File: config.mk
export PLATFORM = sky130hd
export DESIGN_NAME = s2p_deser_n_flat
export DESIGN_NICKNAME = d
export VERILOG_FILES = /design/src/rtl/fft_pkg.sv /design/src/rtl/s2p_deser_n_if.sv /design/src/rtl/s2p_lane_reg.sv /design/src/rtl/s2p_deser_n.sv /design/src/flat_wrapper.sv
export SDC_FILE = /design/constraint.sdc
export NUM_CORES = 1
export LEC_CHECK = 0
export BUFFER_PORTS_ARGS = -buffer_cell sky130_fd_sc_hd__buf_2
export CORE_ASPECT_RATIO = 0.7
export CORE_UTILIZATION = 45
export CTS_CLUSTER_SIZE = 25
export DETAILED_ROUTE_END_ITERATION = 12
export GPL_ROUTABILITY_DRIVEN = 0
export PLACE_DENSITY = 0.7
export SETUP_SLACK_MARGIN = 0.15
export SLEW_MARGIN = 5
export SYNTH_ARGS = -nofsm -noshare
export SYNTH_HDL_FRONTEND = slang
export SYNTH_SLANG_ARGS = --single-unit
File: constraint.sdc
create_clock -name clk -period 1.5 [get_ports clk]
set_clock_uncertainty 0.15 [all_clocks]
set_input_delay 0.15 -clock clk [delete_from_list [all_inputs] [get_ports clk]]
set_output_delay 0.15 -clock clk [all_outputs]
set_load 0.03 [all_outputs]
File: src/rtl/fft_pkg.sv
// Shared FFT datapath definitions: default widths, bit-reversal and lane-slice helpers.
package fft_pkg;

    localparam int WORDLENGTH_DEF = 16;
    localparam int LANES_DEF      = 4;

    // Reverses the low `bits` bits of v; used at elaboration to build lane permutations.
    function automatic int bitrev(input int v, input int bits);
        int r;
        r = 0;
        for (int b = 0; b < 32; b++) begin
            if (b < bits) r = (r << 1) | ((v >> b) & 1);
        end
        return r;
    endfunction

    function automatic int lane_lsb(input int lane, input int width);
        return lane * width;
    endfunction

endpackage

File: src/rtl/s2p_deser_n_if.sv
// Deserialiser bus: serial sample side in, parallel group and status out.
interface s2p_deser_n_if
    import fft_pkg::*;
#(
    parameter int WORDLENGTH = WORDLENGTH_DEF,
    parameter int LANES      = LANES_DEF
);
    localparam int CNT_W = $clog2(LANES);

    // enable qualifies data_in and sync; out_valid and sync_err are single-cycle pulses.
    logic                        enable;
    logic                        sync;
    logic [WORDLENGTH-1:0]       data_in;
    logic [LANES*WORDLENGTH-1:0] data_out;
    logic                        out_valid;
    logic                        sync_err;
    logic [CNT_W-1:0]            grp_cnt;

    modport master (
        output enable, sync, data_in,
        input  data_out, out_valid, sync_err, grp_cnt
    );

    modport slave (
        input  enable, sync, data_in,
        output data_out, out_valid, sync_err, grp_cnt
    );

endinterface

File: src/rtl/s2p_lane_reg.sv
// One stage of the deserialiser shift chain: WORDLENGTH-wide register with load enable.
module s2p_lane_reg #(
    parameter int WORDLENGTH = 16
) (
    input  logic                  clk,
    input  logic                  rst,
    input  logic                  en,
    input  logic [WORDLENGTH-1:0] d,
    output logic [WORDLENGTH-1:0] q
);

    always_ff @(posedge clk or negedge rst) begin
        if (!rst)    q <= '0;
        else if (en) q <= d;
    end

endmodule

File: src/rtl/s2p_deser_n.sv
// Serial-to-parallel deserialiser: LANES enabled samples per output group, sync realignment.
// Macro S2P_BITREV_EN selects bit-reversed lane order on data_out.
module s2p_deser_n
    import fft_pkg::*;
#(
    parameter int WORDLENGTH = WORDLENGTH_DEF,
    parameter int LANES      = LANES_DEF
) (
    input  logic         clk,
    input  logic         rst,
    s2p_deser_n_if.slave bus
);

    localparam int CNT_W = $clog2(LANES);

    logic [WORDLENGTH-1:0]       sh  [LANES];
    logic [WORDLENGTH-1:0]       nxt [LANES];
    logic [LANES*WORDLENGTH-1:0] grp_word;
    logic [LANES*WORDLENGTH-1:0] data_q;
    logic [CNT_W-1:0]            cnt_q;
    logic                        valid_q;
    logic                        err_q;
    logic                        sync_hit;
    logic                        grp_done;
    logic                        sync_mid;

    // nxt[k] is what position k holds after this edge, so a completed group includes data_in.
    for (genvar k = 0; k < LANES; k++) begin : g_chain
        if (k == 0) begin : g_head
            assign nxt[k] = bus.data_in;
        end else begin : g_tail
            assign nxt[k] = sh[k-1];
        end

        s2p_lane_reg #(.WORDLENGTH(WORDLENGTH)) u_lane (
            .clk (clk),
            .rst (rst),
            .en  (bus.enable),
            .d   (nxt[k]),
            .q   (sh[k])
        );
    end

    for (genvar i = 0; i < LANES; i++) begin : g_lane_map
`ifdef S2P_BITREV_EN
        localparam int SRC = bitrev(i, CNT_W);
`else
        localparam int SRC = i;
`endif
        assign grp_word[lane_lsb(i, WORDLENGTH) +: WORDLENGTH] = nxt[SRC];
    end

    // sync takes priority over group completion, discarding any partial group.
    assign sync_hit = bus.enable & bus.sync;
    assign grp_done = bus.enable & ~bus.sync & (cnt_q == CNT_W'(LANES - 1));
    assign sync_mid = sync_hit & (cnt_q != '0);

    always_ff @(posedge clk or negedge rst) begin
        if (!rst) begin
            cnt_q   <= '0;
            valid_q <= 1'b0;
            err_q   <= 1'b0;
            data_q  <= '0;
        end else begin
            valid_q <= grp_done;
            err_q   <= sync_mid;
            if (sync_hit)        cnt_q <= CNT_W'(1);
            else if (bus.enable) cnt_q <= cnt_q + 1'b1;
            if (grp_done)        data_q <= grp_word;
        end
    end

    assign bus.data_out  = data_q;
    assign bus.out_valid = valid_q;
    assign bus.sync_err  = err_q;
    assign bus.grp_cnt   = cnt_q;

endmodule

File: src/flat_wrapper.sv
// flat-port wrapper written by rule: the top's interface ports become plain ports
module s2p_deser_n_flat import fft_pkg::*;
#(
    parameter int WORDLENGTH = WORDLENGTH_DEF,
    parameter int LANES      = LANES_DEF
)
  (clk, rst, bus_enable, bus_sync, bus_data_in, bus_data_out, bus_out_valid, bus_sync_err, bus_grp_cnt);
  s2p_deser_n_if #(.WORDLENGTH(WORDLENGTH), .LANES(LANES)) bus_i ();
  input  logic clk;
  input  logic rst;
  input wire logic [$bits(bus_i.enable)-1:0] bus_enable;
  input wire logic [$bits(bus_i.sync)-1:0] bus_sync;
  input wire logic [$bits(bus_i.data_in)-1:0] bus_data_in;
  output wire logic [$bits(bus_i.data_out)-1:0] bus_data_out;
  output wire logic [$bits(bus_i.out_valid)-1:0] bus_out_valid;
  output wire logic [$bits(bus_i.sync_err)-1:0] bus_sync_err;
  output wire logic [$bits(bus_i.grp_cnt)-1:0] bus_grp_cnt;
  assign bus_i.enable = bus_enable;
  assign bus_i.sync = bus_sync;
  assign bus_i.data_in = bus_data_in;
  assign bus_data_out = bus_i.data_out;
  assign bus_out_valid = bus_i.out_valid;
  assign bus_sync_err = bus_i.sync_err;
  assign bus_grp_cnt = bus_i.grp_cnt;
  s2p_deser_n #(.WORDLENGTH(WORDLENGTH), .LANES(LANES)) u_core (.clk(clk), .rst(rst), .bus(bus_i));
endmodule
==> impl_metrics.env, run 1 <==
export IMPL_fin_setup_tns_ps=-2990
export IMPL_routedWlPerCell_um=17.1
export IMPL_power_frac_seq_pct=34.9
export IMPL_wl_um=9110
export IMPL_grt_usage_pct=18.6
export IMPL_yosysSeqAreaShare_pct=63.9
export IMPL_worst_pin_slew_ps=374
export IMPL_cp_startpoint="u_core.bus.grp_cnt[1]"
export IMPL_fin_cells=532
export IMPL_initial_core_util_pct=46.5
export IMPL_cp_slowest_cell="dfrtp_2"
export IMPL_final_max_slew_viol_count=0
export IMPL_die_h_um=86.1
export IMPL_synth_net_count=276
export IMPL_grt_start_max_net_pins=72
export IMPL_crit_buf_inv=3
export IMPL_cts_root_buf="clkbuf_16"
export IMPL_fin_crit_ps=1590
export IMPL_max_stage_delay_ps=420
export IMPL_grt_ovfl_total=0
export IMPL_routed_top_layer="met4"
export IMPL_switching_share_pct=33.0
export IMPL_p_leak_nw=3.24
export IMPL_cp_start_kind="flip-flop"
export IMPL_cp_data_required_time_ps=1620
export IMPL_antenna_found_initial=0
export IMPL_hpwl_um=5410
export IMPL_p_int_mw=9.31
export IMPL_reg2reg_from="u_core.bus.grp_cnt[1]"
export IMPL_worstHoldPathType="in -> reg"
export IMPL_synth_warning_count=0
export IMPL_path_common_cell="buf_6"
export IMPL_cp_top_family="flip-flops"
export IMPL_min_from="bus_enable"
export IMPL_netSwitchingPower_mw=4.58
export IMPL_insertion_delay_ps=390
export IMPL_cts_buffers=17
export IMPL_final_common_cell="dfrtp_1"
export IMPL_fin_nets=414
export IMPL_clock_fmax_ghz=0.631
export IMPL_p_per_area_nw_per_um2=2170
export IMPL_synth_area_um2=4540
export IMPL_fill_cells=710
export IMPL_grt_pass1_vias=2614
export IMPL_maxCapViolCount=0
export IMPL_grt_pass1_wl_um=14400
export IMPL_syn_avg_cell_area_um2=17.9
export IMPL_clock_path_buffers=2
export IMPL_comb_power_share_pct=33.5
export IMPL_finalWorstSetupSlack_ps=-85.5
export IMPL_clkTransAtPathRegs_ps=50
export IMPL_fp_dieArea_um2=10500
export IMPL_mostFrequentLayoutCells="114 x dfrtp_1, 82 x buf_2, 64 x mux2_4"
export IMPL_synth_distinct_cells=14
export IMPL_fp_coreArea_um2=9760
export IMPL_setup_viol=65
export IMPL_final_layout_size_suffix_gt1_share_pct=65.1
export IMPL_crit_path_cell_trace="ha_4 -> nand3b_4 -> buf_6 -> buf_6 -> buf_6 -> mux2_4"
export IMPL_drt_initial_drc_count=112
export IMPL_hold_violations=0
export IMPL_area_growth_pct=40.6
export IMPL_floorplan_die_width_um=122
export IMPL_dr_wl_met3_um=273
export IMPL_ys_ff_latch=116
export IMPL_cp_end_kind="flip-flop"
export IMPL_vias=2547
export IMPL_io_buffer_count=87
export IMPL_dr_pass1_iters=4
export IMPL_diodes=0
export IMPL_r2r_slack_ps=-90
export IMPL_post_route_period_util_pct=106
export IMPL_htreeDepth=4
export IMPL_cp_max_fo=3
export IMPL_wl_met2_um=4140
export IMPL_cts_sinks=116
export IMPL_vias_per_cell=4.79
export IMPL_rows=30
export IMPL_relSlewSlack_pct=75.1
export IMPL_dp_cells=471
export IMPL_pwr_share_clk_pct=31.6
export IMPL_ios=88
export IMPL_cts_tree="built"
export IMPL_crit_type="reg -> reg"
export IMPL_status="finished, violations left"
export IMPL_wl_met1_um=4580
export IMPL_cp_arrival_ps=1710
export IMPL_drtAntennaViolNets=0
export IMPL_violations="negative setup slack"
export IMPL_ir_drop_mv=0.963
export IMPL_post_route_drc_count=0
export IMPL_rsz0062_at_grt="yes"
export IMPL_syn_instance_count=254
-- layer usage --
metal | global-route usage (%) | vias up
li1 | - | 1180
met4 | 6.98 | 0
met3 | 4.72 | 8
met5 | 0 | -
met2 | 27.1 | 50
met1 | 26.9 | 1309
-- flip-flops by register name (all words and copies together) (netlist names) --
| signal | flops |
|---|---|
| u_core.bus.data_out | 64 |
| u_core.bus.grp_cnt | 2 |
| u_core.bus.out_valid | 1 |
| u_core.bus.sync_err | 1 |
| u_core.g_chain.u_lane.q | 48 |
-- cells in the mapped netlist --
cell type | instances | share of area, %
buf_2 | 6 | 0.66
nor2b_1 | 1 | 0.14
mux2_2 | 63 | 16
a21oi_1 | 1 | 0.11
o22ai_1 | 1 | 0.14
nand2_1 | 2 | 0.17
nor2_1 | 2 | 0.17
buf_4 | 1 | 0.17
mux2_4 | 49 | 16
nand3b_4 | 1 | 0.44
buf_6 | 6 | 1.5
dfrtp_1 | 116 | 64
ha_1 | 2 | 0.55
inv_1 | 3 | 0.25
-- worst min-delay path: stages --
cell and delay (ps):
buf_2 160, buf_4 160, nand2_1 50, nor2_1 30
-- final cells by class --
cell class / instances / area [um^2] / share of cell area [%]
flip-flops and latches: 116 / 2910 / 45.5
multi-input cells: 122 / 1600 / 25.1
repair buffers: 132 / 1060 / 16.5
clock buffers: 20 / 467 / 7.31
clock inverters: 11 / 180 / 2.82
well taps: 128 / 160 / 2.51
inverters: 3 / 13.8 / 0.216
-- power by group through the flow --
| stage | Combinational [mW] | Sequential [mW] | Clock, mW |
|---|---|---|---|
| global route | 4.87 | 4.97 | 4.63 |
| CTS | 4.62 | 4.85 | 4.46 |
| global placement | 4.30 | 4.83 | 0 |
| floorplan | 1.42 | 6.49 | 0 |
| finish | 4.65 | 4.84 | 4.39 |
| detailed placement | 4.38 | 4.87 | 0 |
-- metrics by stage --
step,total power [mW],utilization [%],setup WS (ps),hold WS [ps],cell area (um^2)
after global routing,14.5,65.4,-113,55.5,6390
after CTS,13.9,64.7,-91.5,31.8,6320
after global placement,9.13,53.7,-43.3,8.59,5240
final,13.9,65.4,-85.5,44.0,6390
after detailed placement,9.25,53.7,-76.9,11.1,5240
after floorplan,7.90,-,-115,-296,4580
-- repair_timing --
item,CTS,global route
buffers inserted,5,3
endpoints found under the setup margin,66,69
pin swaps,1,3
endpoints found under the hold margin,151,0
gates cloned,3,1
hold buffers,18,0
resized for setup,37,5
-- worst paths after layout --
kind / end / depth (start not counted)
worst max-delay path: u_core.bus.data_out[46] / 6
worst min-delay path: u_core.bus.sync_err / 4
worst max register to register: u_core.bus.data_out[46] / 6
worst min register to register: u_core.bus.data_out[37] / 1
max in group asynchronous: u_core.bus.grp_cnt[0] / 3
min in group asynchronous: u_core.bus.data_out[54] / 3
-- kinds of logic (layout without fill, tap and decap cells) --
kind of cell | after synthesis | count (layout) | synth area share, %
compound gates | 2 | 2 | 0.248
fa+ha+maj | 2 | 2 | 0.551
buf+inv | 16 | 166 | 2.56
flops | 116 | 116 | 63.9
mux | 112 | 112 | 31.8
simple gates | 6 | 6 | 0.909
Power figures use the tool's default switching activity.
==> inputs of run 2 (changes only) <==
--- a/config.mk
+++ b/config.mk
@@ -6,7 +6,7 @@
 export NUM_CORES = 1
 export LEC_CHECK = 0
 export BUFFER_PORTS_ARGS = -buffer_cell sky130_fd_sc_hd__buf_2
-export CORE_ASPECT_RATIO = 0.7
+export CORE_ASPECT_RATIO = 1.2
 export CORE_UTILIZATION = 45
 export CTS_CLUSTER_SIZE = 25
 export DETAILED_ROUTE_END_ITERATION = 12
==> run 2 against run 1 <==
  * The run still ends with negative setup slack left
  * Clock-buffer cell count rose by 2
  * Final area decreased by 4.6%
  * Via count fell by 3.5%
  * Sequential cell count unchanged
  * Largest cell class unchanged
  * Highest routed layer unchanged
==> impl_metrics.env, run 2 (synthesis gave the netlist of run 1 again) <==
export IMPL_hold_violations=0
export IMPL_post_place_ws_ps=-63.0
export IMPL_cts_tree="built"
export IMPL_htreeDepth=4
export IMPL_fin_cells=515
export IMPL_largest_reg_flops=64
export IMPL_setup_viol=63
export IMPL_insertion_delay_ps=410
export IMPL_worst_pin_slew_ps=427
export IMPL_clock_fmax_ghz=0.641
export IMPL_fin_crit_ps=1560
export IMPL_routedWlPerCell_um=16.5
export IMPL_cp_end_kind="flip-flop"
export IMPL_io_buffer_count=87
export IMPL_worstHoldPathType="in -> async"
export IMPL_cts_root_buf="clkbuf_16"
export IMPL_maxCapViolCount=0
export IMPL_power_frac_seq_pct=35.7
export IMPL_p_int_mw=8.92
export IMPL_clkTransAtPathRegs_ps=50
export IMPL_p_leak_nw=3.07
export IMPL_fin_setup_tns_ps=-2390
export IMPL_area_growth_pct=34.1
export IMPL_hpwl_um=5240
export IMPL_cts_buffers=17
export IMPL_finalWorstSetupSlack_ps=-59.5
export IMPL_final_layout_size_suffix_gt1_share_pct=62.8
export IMPL_cp_arrival_ps=1700
export IMPL_ir_drop_mv=1.12
export IMPL_grt_start_max_net_pins=54
export IMPL_cts_sinks=116
export IMPL_post_route_drc_count=0
export IMPL_antenna_found_initial=0
export IMPL_die_h_um=112
export IMPL_ios=88
export IMPL_p_per_area_nw_per_um2=2210
export IMPL_status="finished, violations left"
export IMPL_netSwitchingPower_mw=4.53
export IMPL_floorplan_die_width_um=93.7
export IMPL_grt_pass1_vias=2717
export IMPL_drtAntennaViolNets=0
export IMPL_vias=2457
export IMPL_dr_pass1_iters=2
export IMPL_crit_type="reg -> reg"
export IMPL_fin_nets=401
export IMPL_wl_um=8480
export IMPL_vias_per_cell=4.77
export IMPL_final_core_util_pct=63.0
export IMPL_fp_dieArea_um2=10500
export IMPL_final_max_slew_viol_count=0
export IMPL_cp_max_fo=19
export IMPL_final_common_cell="dfrtp_1"
export IMPL_post_route_period_util_pct=104
export IMPL_comb_power_share_pct=33.4
export IMPL_initial_core_util_pct=47.0
export IMPL_diodes=0
export IMPL_switching_share_pct=33.7
export IMPL_violations="negative setup slack"
export IMPL_dp_cells=462
export IMPL_fp_coreArea_um2=9660
export IMPL_whs_ps=80.2
export IMPL_rows=39
export IMPL_drt_initial_drc_count=79
export IMPL_cp_start_kind="flip-flop"
export IMPL_grt_usage_pct=18.2
export IMPL_clock_path_buffers=2
export IMPL_grt_pass1_wl_um=14100
export IMPL_mostFrequentLayoutCells="114 x dfrtp_1, 84 x buf_2, 57 x mux2_4"
export IMPL_grt_ovfl_total=0
export IMPL_relSlewSlack_pct=71.6
export IMPL_rsz0062_at_grt="yes"
export IMPL_pwr_share_clk_pct=30.9
export IMPL_cp_data_required_time_ps=1640
## run 2: cell types whose count changed in the layout (fill, tap and decap cells not counted), sizes merged
cell / before / now
bufinv: 5 / 4
clkinv: 6 / 4
buf: 111 / 100
clkinvlp: 0 / 2
## run 2: metal layers
layer	routed length (um)	GRT usage [%]	share of wire, %	vias to the layer above
li1	-	-	-	1152
met1	3990	24.8	47	1233
met2	3880	25.5	46	61
met3	472	7.79	5.6	11
met4	133	7.38	1.6	0
met5	0	0	0	-
## run 2: power by group through the flow
stage,Combinational [mW],Clock (mW),Sequential [mW]
final,4.50,4.15,4.80
after global placement,4.31,0,4.82
after floorplan,1.42,0,6.49
after CTS,4.50,4.23,4.81
after global routing,4.72,4.40,4.95
after detailed placement,4.40,0,4.84
## run 2: worst paths after layout
path / depth (start not counted) / end / slack, ps / from
min in group clk: 4 / u_core.bus.sync_err / 100 / bus_enable
worst min register to register: 1 / u_core.bus.data_out[52] / 350 / u_core.bus.data_out[52]
worst max register to register: 4 / u_core.bus.data_out[52] / -60 / u_core.bus.grp_cnt[1]
worst min-delay path: 2 / u_core.bus.data_out[0] / 80 / rst
worst max-delay path: 4 / u_core.bus.data_out[52] / -60 / u_core.bus.grp_cnt[1]
max in group asynchronous: 3 / u_core.bus.data_out[40] / 570 / rst
## run 2: repair_timing
action / 4_1_cts / 5_1_grt
gates cloned: 0 / 1
resized for setup: 10 / 8
pin swaps: 0 / 0
hold buffers: 18 / 0
buffers inserted: 2 / 0
endpoints found under the setup margin: 66 / 67
hold endpoints to repair: 151 / 0
## run 2: final cells by class
class | instances | area, um^2
inverters | 3 | 13.8
multi-input cells | 122 | 1570
flip-flops and latches | 116 | 2910
clock inverters | 10 | 155
fillers | 728 | 3570
well taps | 123 | 154
clock buffers | 22 | 454
repair buffers | 119 | 843
## run 2: worst max-delay path, stage by stage, from the launching register on
cell and delay (ps):
dfrtp_2 420, ha_4 170, nand3b_4 160, buf_12 210, mux2_4 310
## run 2: per-stage QoR
step | cell area (um^2) | power (mW)
6_report | 6090 | 13.5
3_3_place_gp | 5200 | 9.13
3_5_place_dp | 5200 | 9.24
5_1_grt | 6090 | 14.1
4_1_cts | 6040 | 13.5
2_1_floorplan | 4580 | 7.90
==> inputs of run 3 (changes only) <==
--- a/config.mk
+++ b/config.mk
@@ -11,9 +11,10 @@
 export CTS_CLUSTER_SIZE = 25
 export DETAILED_ROUTE_END_ITERATION = 12
 export GPL_ROUTABILITY_DRIVEN = 0
-export PLACE_DENSITY = 0.7
+export PLACE_DENSITY = 0.69
 export SETUP_SLACK_MARGIN = 0.15
 export SLEW_MARGIN = 5
 export SYNTH_ARGS = -nofsm -noshare
 export SYNTH_HDL_FRONTEND = slang
+export SYNTH_HIERARCHICAL = 1
 export SYNTH_SLANG_ARGS = --single-unit
==> constraint.sdc (replaced) <==
create_clock -name clk -period 1.4 [get_ports clk]
set_clock_uncertainty 0.15 [all_clocks]
set_input_delay 0.14 -clock clk [delete_from_list [all_inputs] [get_ports clk]]
set_output_delay 0.14 -clock clk [all_outputs]
set_load 0.03 [all_outputs]
==> run 3 against run 2 <==
  * The run ends with negative hold slack, negative setup slack left
  * Synthesized area grew 3.4%
  * Total power rose by 21%
  * Via count up 8.1%
  * Clock-buffer cell count did not move
==> impl_metrics.env, run 3 <==
export IMPL_status="finished, violations left"
export IMPL_violations="negative hold slack, negative setup slack"
export IMPL_crit_end="u_core/bus.data_out[6]"
export IMPL_multi_input_area_um2=1670
export IMPL_post_route_period_util_pct=116
export IMPL_power_mw=16.3
export IMPL_rsz0062_at_grt="yes"
export IMPL_grt_ovfl_total=0
export IMPL_clock_fmax_ghz=0.617
export IMPL_synth_warning_count=6
export IMPL_worst_pin_slew_ps=368
export IMPL_maxCapViolCount=0
export IMPL_final_common_cell="dfrtp_1"
export IMPL_yosysTopAreaCell="dfrtp_1"
export IMPL_insertion_delay_ps=400
export IMPL_vias_per_cell=4.72
export IMPL_synth_simple_gate_area_share_pct=0.533
export IMPL_ir_drop_mv=1.29
export IMPL_cp_start_kind="flip-flop"
export IMPL_hpwl_um=5200
export IMPL_diodes=0
export IMPL_post_route_drc_count=0
export IMPL_synth_net_count=275
export IMPL_area_growth_pct=47.1
export IMPL_fin_crit_ps=1620
export IMPL_final_layout_size_suffix_gt1_share_pct=67.0
export IMPL_fill_cells=689
export IMPL_drtAntennaViolNets=0
export IMPL_synth_compound_area_share_pct=0.293
export IMPL_muxShareOfSynthArea_pct=33.2
export IMPL_synth_edf_count=0
export IMPL_mostFrequentLayoutCells="114 x dfrtp_1, 88 x mux2_4, 72 x buf_6"
export IMPL_cts_tree="built"
export IMPL_fin_setup_tns_ps=-12320
export IMPL_yosysSeqAreaShare_pct=61.8
export IMPL_largest_reg_flops=64
export IMPL_synth_top_area_share_pct=61.8
export IMPL_cp_max_fo=12
export IMPL_final_core_util_pct=68.7
export IMPL_synth_xor_area_share_pct=0
export IMPL_grt_usage_pct=18.1
export IMPL_comb_power_share_pct=42.0
export IMPL_p_int_mw=11.0
export IMPL_synthArstFlopShare_pct=100
export IMPL_final_max_slew_viol_count=0
export IMPL_floorplan_die_width_um=95.3
export IMPL_ctsHoldBuffers=18
export IMPL_clkTransAtPathRegs_ps=50
export IMPL_synth_fa_ha_area_share_pct=0.533
export IMPL_final_area_um2=6910
export IMPL_power_frac_seq_pct=32.7
export IMPL_hold_violations=11
export IMPL_die_h_um=114
export IMPL_max_stage_delay_ps=420
export IMPL_vias=2657
export IMPL_cts_sinks=116
export IMPL_drt_initial_drc_count=84
export IMPL_rows=40
export IMPL_fp_dieArea_um2=10900
export IMPL_yosysMostFrequentCell="dfrtp_1"
export IMPL_synth_ff_type="dfrtp_1"
export IMPL_antenna_found_initial=0
export IMPL_io_buffer_count=87
export IMPL_p_per_area_nw_per_um2=2360
export IMPL_crit_type="reg -> reg"
export IMPL_regArea_um2=2910
export IMPL_grt_pass1_wl_um=14300
export IMPL_synth_area_top_cells="dfrtp_1 62%, mux2_4 25%, mux2_2 7.9%"
export IMPL_synth_distinct_cells=15
export IMPL_netSwitchingPower_mw=5.26
export IMPL_synth_top_family_by_area="multiplexers"
export IMPL_fin_nets=447
export IMPL_grt_pass1_vias=2728
export IMPL_timing_rr_end="u_core/bus.data_out[6]"
export IMPL_cp_data_required_time_ps=1540
export IMPL_whs_ps=-15.8
export IMPL_dr_pass1_iters=4
export IMPL_setup_viol=67
export IMPL_cp_end_kind="flip-flop"
export IMPL_wl_um=8950
export IMPL_cp_startpoint="u_core/bus.grp_cnt[1]"
export IMPL_pwr_share_clk_pct=25.3
export IMPL_crit_path_cell_trace="ha_4 -> nand3b_1 -> buf_6 -> buf_12 -> mux2_4"
export IMPL_relSlewSlack_pct=75.4
export IMPL_cts_root_buf="clkbuf_16"
export IMPL_reg2reg_depth=5
export IMPL_routedWlPerCell_um=15.9
export IMPL_synth_area_um2=4700
export IMPL_finalWorstSetupSlack_ps=-220
export IMPL_worstHoldPathType="in -> async"
export IMPL_grt_start_max_net_pins=54
export IMPL_reg2reg_from="u_core/bus.grp_cnt[1]"
export IMPL_syn_instance_count=253
export IMPL_initial_core_util_pct=46.7
export IMPL_synthTopCellsByCount="116 x dfrtp_1, 79 x mux2_4, 33 x mux2_2, 8 x buf_6"
export IMPL_place_area_um2=5350
export IMPL_ios=88
export IMPL_r2r_slack_ps=-220
export IMPL_cts_buffers=17
export IMPL_cp_arrival_ps=1750
export IMPL_htreeDepth=4
export IMPL_syn_avg_cell_area_um2=18.6
export IMPL_fp_coreArea_um2=10100
export IMPL_switching_share_pct=32.3
export IMPL_ys_ff_latch=116
export IMPL_p_leak_nw=3.49
export IMPL_clock_path_buffers=2
export IMPL_cp_slowest_cell="dfrtp_2"
==> run 3: cell count changes after synthesis <==
cell,previous run,this run
mux2_4,49,79
o22ai_1,1,0
mux2_2,63,33
buf_2,6,1
buf_12,0,3
nand2_1,2,1
nand3b_4,1,0
buf_6,6,8
nand3b_1,0,1
o2bb2ai_1,0,1
==> run 3: power by group through the flow <==
stage / clock [mW] / sequential, mW / combinational (mW)
final: 4.12 / 5.34 / 6.85
after detailed placement: 0 / 5.17 / 4.79
after global placement: 0 / 5.15 / 4.71
after CTS: 4.20 / 5.35 / 6.36
after global routing: 4.38 / 5.48 / 7.16
after floorplan: 0 / 6.95 / 1.60
==> run 3: worst min path at each step <==
stage,start,endpoint
3_5_place_dp,rst,u_core/bus.data_out[51]
3_3_place_gp,rst,u_core/bus.data_out[51]
4_1_cts,rst,u_core/g_chain[2].u_lane/q[3]
2_1_floorplan,rst,u_core/bus.data_out[0]
5_1_grt,rst,u_core/g_chain[2].u_lane/q[3]
6_report,rst,u_core/g_chain[2].u_lane/q[3]
==> run 3: what timing repair did <==
item | CTS | global route
buffers inserted | 20 | 25
setup endpoints to repair | 131 | 132
gates resized for setup | 140 | 10
gates cloned | 0 | 0
endpoints found under the hold margin | 150 | 11
pin swaps | 0 | 0
==> run 3: worst max-delay path, delay by kind of cell, from the launching register on <==
| family | cells | cell delay, ps |
|---|---|---|
| flops | 1 | 420 |
| simple gates | 1 | 120 |
| buf+inv | 2 | 320 |
| fa+ha+maj | 1 | 160 |
| mux | 1 | 310 |
==> run 3: layer usage <==
metal | track usage [%] | routed length, um | vias up
met5 | 0 | 0 | -
met1 | 23.3 | 3870 | 1357
met2 | 27.3 | 4580 | 62
li1 | - | - | 1227
met3 | 6.07 | 354 | 11
met4 | 8.69 | 151 | 0
==> run 3: final cells by class <==
cell class	count	share of cell area, %
Tap cell	126	2.28
Clock buffer	22	6.71
Multi-Input combinational cell	121	24.1
Timing Repair Buffer	166	23.2
Clock inverter	9	1.52
Sequential cell	116	42.0
Inverter	3	0.163
==> run 3: through the flow <==
stage	cells	setup WS, ps	hold WS (ps)
global route	563	-267	-21.4
finish	563	-220	-15.8
CTS	538	-225	-34.9
detailed placement	469	-265	-147
floorplan	253	-251	-306
global placement	469	-250	-148
==> run 3: cell families (layout without fill, tap and decap cells) <==
group	after synthesis	in the layout
simple gates	5	5
buf+inv	16	200
compound gates	2	2
mux	112	112
flops	116	116
fa+ha+maj	2	2
